## config.mk

```make
export PLATFORM = sky130hd
export DESIGN_NAME = collision_scan_engine
export DESIGN_NICKNAME = d
export VERILOG_FILES = /design/src/rtl/collision_scan_engine.sv
export SDC_FILE = /design/constraint.sdc
export NUM_CORES = 1
export LEC_CHECK = 0
export ABC_CLOCK_PERIOD_IN_PS = 1660
export CAP_MARGIN = 20
export CELL_PAD_IN_SITES_DETAIL_PLACEMENT = 1
export CELL_PAD_IN_SITES_GLOBAL_PLACEMENT = 2
export CORE_ASPECT_RATIO = 1.75
export CORE_MARGIN = 5
export CORE_UTILIZATION = 26
export CTS_CLUSTER_SIZE = 24
export DETAILED_ROUTE_END_ITERATION = 7
export GPL_ROUTABILITY_DRIVEN = 1
export PLACE_DENSITY = 0.8
export SETUP_SLACK_MARGIN = 0.2
export SLEW_MARGIN = 20
export SYNTH_ARGS = -nofsm -noshare
export SYNTH_HDL_FRONTEND = slang
export SYNTH_SLANG_ARGS = --single-unit
export TNS_END_PERCENT = 5
```

## constraint.sdc

```tcl
create_clock -name clock -period 1.66 [get_ports clock]
set_input_delay 0.166 -clock clock [delete_from_list [all_inputs] [get_ports clock]]
set_output_delay 0.166 -clock clock [all_outputs]
set_load 0.01 [all_outputs]
```

## src/rtl/collision_scan_engine.sv

```systemverilog
// collision_scan_engine: walks every (shot, asteroid) slot pair, flags hits
// within a Chebyshev tolerance box and strobes clears for destroyed objects.
`timescale 1ns/1ps
module collision_scan_engine #(
   parameter int unsigned N_TIROS      = 4,
   parameter int unsigned N_ASTEROIDES = 8,
   parameter int unsigned COORD_W      = 4,
   parameter int unsigned HIT_TOL      = 0,
   parameter int unsigned PIERCE       = 0,
   localparam int unsigned TA_W = (N_TIROS > 1) ? $clog2(N_TIROS) : 1,
   localparam int unsigned AA_W = (N_ASTEROIDES > 1) ? $clog2(N_ASTEROIDES) : 1,
   localparam int unsigned HC_W = $clog2(N_TIROS * N_ASTEROIDES + 1)
) (
   input  logic               clock,
   input  logic               reset,
   input  logic               start,
   output logic [TA_W-1:0]    tiro_addr,
   input  logic [COORD_W-1:0] tiro_x,
   input  logic [COORD_W-1:0] tiro_y,
   input  logic               tiro_valid,
   output logic [AA_W-1:0]    aste_addr,
   input  logic [COORD_W-1:0] aste_x,
   input  logic [COORD_W-1:0] aste_y,
   input  logic               aste_valid,
   output logic               clr_tiro,
   output logic               clr_aste,
   output logic               busy,
   output logic               done,
   output logic [HC_W-1:0]    hit_count,
   output logic [3:0]         db_estado
);

   localparam logic [TA_W-1:0] TI_LAST = TA_W'(N_TIROS - 1);
   localparam logic [AA_W-1:0] AI_LAST = AA_W'(N_ASTEROIDES - 1);
   localparam logic [HC_W-1:0] HC_MAX  = {HC_W{1'b1}};

   typedef enum logic [3:0] {
      S_IDLE    = 4'd0,
      S_INIT    = 4'd1,
      S_FETCH_T = 4'd2,
      S_EVAL_T  = 4'd3,
      S_FETCH_A = 4'd4,
      S_COMPARE = 4'd5,
      S_HIT     = 4'd6,
      S_NEXT_A  = 4'd7,
      S_NEXT_T  = 4'd8,
      S_DONE    = 4'd9
   } state_t;

   state_t state, state_next;

   logic [COORD_W-1:0] shot_x, shot_y;
   logic [COORD_W-1:0] dx_c, dy_c;
   logic               in_box_c;

   // Absolute distances without wrap: larger minus smaller.
   assign dx_c     = (aste_x >= shot_x) ? (aste_x - shot_x) : (shot_x - aste_x);
   assign dy_c     = (aste_y >= shot_y) ? (aste_y - shot_y) : (shot_y - aste_y);
   assign in_box_c = (32'(dx_c) <= HIT_TOL) && (32'(dy_c) <= HIT_TOL);

   assign db_estado = state;

   // State register.
   always_ff @(posedge clock or posedge reset) begin
      if (reset) state <= S_IDLE;
      else       state <= state_next;
   end

   // Next-state logic; unused codes fall back to IDLE.
   always_comb begin
      state_next = S_IDLE;
      case (state)
         S_IDLE:    state_next = start ? S_INIT : S_IDLE;
         S_INIT:    state_next = S_FETCH_T;
         S_FETCH_T: state_next = S_EVAL_T;
         S_EVAL_T:  state_next = tiro_valid ? S_FETCH_A : S_NEXT_T;
         S_FETCH_A: state_next = S_COMPARE;
         S_COMPARE: state_next = (aste_valid && in_box_c) ? S_HIT : S_NEXT_A;
         S_HIT:     state_next = (PIERCE != 0) ? S_NEXT_A : S_NEXT_T;
         S_NEXT_A:  state_next = (aste_addr == AI_LAST) ? S_NEXT_T : S_FETCH_A;
         S_NEXT_T:  state_next = (tiro_addr == TI_LAST) ? S_DONE : S_FETCH_T;
         S_DONE:    state_next = S_IDLE;
         default:   state_next = S_IDLE;
      endcase
   end

   // Status and strobe outputs, registered so they coincide with the state.
   always_ff @(posedge clock or posedge reset) begin
      if (reset) begin
         busy     <= 1'b0;
         done     <= 1'b0;
         clr_aste <= 1'b0;
         clr_tiro <= 1'b0;
      end else begin
         busy     <= (state_next != S_IDLE);
         done     <= (state_next == S_DONE);
         clr_aste <= (state_next == S_HIT);
         clr_tiro <= (state_next == S_HIT) && (PIERCE == 0);
      end
   end

   // Scan indices (driven straight onto the table addresses), shot capture, hit counter.
   always_ff @(posedge clock or posedge reset) begin
      if (reset) begin
         tiro_addr <= '0;
         aste_addr <= '0;
         shot_x    <= '0;
         shot_y    <= '0;
         hit_count <= '0;
      end else begin
         case (state)
            S_INIT: begin
               tiro_addr <= '0;
               aste_addr <= '0;
               hit_count <= '0;
            end
            S_EVAL_T: begin
               shot_x <= tiro_x;
               shot_y <= tiro_y;
               if (tiro_valid) aste_addr <= '0;
            end
            S_HIT: begin
               if (hit_count != HC_MAX) hit_count <= hit_count + HC_W'(1);
            end
            S_NEXT_A: begin
               if (aste_addr != AI_LAST) aste_addr <= aste_addr + AA_W'(1);
            end
            S_NEXT_T: begin
               if (tiro_addr != TI_LAST) tiro_addr <= tiro_addr + TA_W'(1);
            end
            default: ;
         endcase
      end
   end

endmodule

```

==> run metrics <==
status=finished with violations; violated checks=setup timing; Setup WS post-layout=-0.0186 ns; Synth top area share=0.396; DIE AREA=0.00808 mm^2; clk buf depth=2; die width=70.1 um; Synthesized Nets=218; Die H=115 um; Startpoint Class=flop; Boundary Pins=40; routed vias=1,530; global-route met3 utilization=0.0140; #FFs+latches synth=26; drt wl/cell=14.3 um; fillers=714; Slew Limit Fails=0; vias in the first global route=1,689; M1 GR Usage=0.119; worst path buffer plus inverter count=1; mapped cell area=0.00164 mm^2; Initial Util=0.266; num rows=38; hold buffers post-CTS=0; # diodes=0; crit share post-route=1.01; max incr delay on CP=0.40 ns; met2 Usage GRT=0.248; CP max-delay cell=dfrtp_1; CTS sink cnt=26; post-synth cell types=44; PwrDens=1330 mW/mm^2; final setup skew=0.00112 ns; CP Class=flop to flop; grt ovf=0; Fmax=596 MHz; worst-skew pair later-pin latency=0.27 ns; top cell type by total area after synthesis=dfrtp_1; RSZ-0062 raised after global routing=yes; predominant post-synthesis flop cell=dfrtp_1; cells along the critical path=buf_6 -> ha_4 -> and3_4 -> o2111ai_2 -> a221o_1 -> nor3_2 -> o22ai_1; sequential fraction of the synthesis area=0.396; CP Capture Type=flop; final setup TNS=-0.0186 ns; H-Tree Depth=1; vias per cell=4.74; count leader, synth=dfrtp_1; share of layout cells above drive strength 1=0.251; initial antenna violation count=0; Synth-to-Final Area Change=51.7%; DP Wirelength=3.72 mm; total CTS buffers=3; worst hold path class=input port to async pin; Tot GR Track Use=0.119; CP arrival=1.84 ns; Slew @ Worst Pin=0.396 ns; core area=0.00618 mm^2; Largest delay share family, worst path=compound AO/OA/AOI/OAI gates; min Tclk post-route=1.68 ns; Worst slew margin=0.735; max-cap viol count=0; Mapped Cells=179; Reg clk slew, reported paths=0.09 ns; GR peak layer=met2; # setup viols final=1; synth cell count leaders=26 x dfrtp_1, 21 x inv_1, 21 x nand2_1; leak pwr=1.21 nW; largest net degree at the start of global routing=27; Max Fanout on Critical Path=2; Ys Warns=0; Final nets=284; clk root buf=clkbuf_8; Final Hold Viols=0; first-pass GRT wire length=7.78 mm; Worst Setup SP=shot_x[0]; Area contributors post-synth=dfrtp_1 40%, ha_1 14%, o21ai_0 5.2%, inv_1 4.8%, nand2_1 4.8%; worst path required time=1.82 ns; CTS tree=yes; I/O Buffers=39; placer's final routability congestion estimate=0.741; asr flop ratio synth=1.00; Initial DRT Pass Iterations=4; Max rail drop VDD=0.397 mV; final WL=4.62 mm; post-route ant nets=0; drt drc=0; syn_area_per_cell=9.18 um^2; Post-synth EDFFs=0; worst slack, placed=-0.476 ns; Crit Reg-Reg Startpoint=shot_x[0]; Starting DRT DRC Count=14
==> metrics by stage <==
| step | area (um^2) | utilization | hold WS (ns) | std cells | total power, W |
|---|---|---|---|---|---|
| finish | 2490 | 0.403 | 0.259 | 323 | 0.00332 |
| global route | 2490 | 0.403 | 0.294 | 323 | 0.00363 |
| CTS | 2400 | 0.388 | 0.273 | 323 | 0.00323 |
| detailed placement | 2300 | 0.372 | 0.511 | 319 | 0.00277 |
| global placement | 2300 | 0.372 | 0.501 | 319 | 0.00272 |
| floorplan | 1640 | - | 0.206 | 179 | 0.00196 |
==> flip-flops by register name (all words and copies together), names as in the netlist <==
name,cells
hit_count,6
db_estado,4
shot_x,4
shot_y,4
aste_addr,3
tiro_addr,2
busy,1
clr_aste,1
done,1
==> report_power, final <==
part           internal (W)  switching [W]
clock network      0.000163       0.000203
registers          0.000832       0.000170
logic               0.00100       0.000944
==> logic make-up after synthesis <==
logic type,Yosys count,share of synthesized area
compound gates,44,0.174
xor+xnor,2,0.0107
fa+ha+maj,18,0.137
buf+inv,27,0.0723
flops,26,0.396
mux,4,0.0251
simple gates,58,0.185
==> what timing repair did <==
action	in CTS	in global routing
gates resized for setup	24	24
setup buffers	1	0
setup endpoints to repair	13	19
pin swaps	9	11
==> worst min-delay path: stages <==
cell and delay (ns):
clkdlybuf4s50_1 0.40, inv_1 0.05, buf_4 0.33
==> routing by layer <==
| metal | vias to the layer above | part of all wire |
|---|---|---|
| li1 | 750 | - |
| met1 | 742 | 0.38 |
| met2 | 32 | 0.57 |
| met3 | 6 | 0.035 |
| met4 | 0 | 0.013 |
| met5 | - | 0 |
==> cell usage in the layout, fill, tap and decap left out, types with 2 or more instances in the layout <==
cell type        count
a21o_1               2
a21oi_1              6
a22o_1               2
buf_4               26
buf_6                2
clkbuf_8             3
clkdlybuf4s50_1     27
dfrtp_1             22
dfrtp_2              4
dlygate4sd2_1        6
dlymetal6s2s_1       6
ha_1                11
ha_2                 3
ha_4                 4
inv_1               20
mux2i_1              2
nand2_1             21
nand2b_1             4
nand3_1              4
nand3b_1             2
nor2_1               7
nor2b_1              4
nor3_1               3
nor3_2               2
nor3b_1              3
o21ai_0             14
o21ai_1              2
o22ai_1              3
xnor2_1              2
==> final timing paths <==
check | end | slack, ns | depth (start not counted)
min in group clock | shot_y[0] | 0.44 | 3
hold / removal | tiro_addr[0] | 0.26 | 3
max in group asynchronous | db_estado[2] | 1.11 | 3
setup / recovery | db_estado[0] | -0.02 | 7
hold reg to reg | tiro_addr[0] | 0.51 | 1
setup reg to reg | db_estado[0] | -0.02 | 7
==> layout make-up <==
class	count	area, um^2	area share
clock buffer	3	41.3	0.0166
timing repair buffer	67	616	0.247
sequential	26	656	0.263
multi-input combinational	126	1000	0.402
inverter	21	78.8	0.0316
tap	80	100	0.0401
Power figures use the tool's default switching activity.
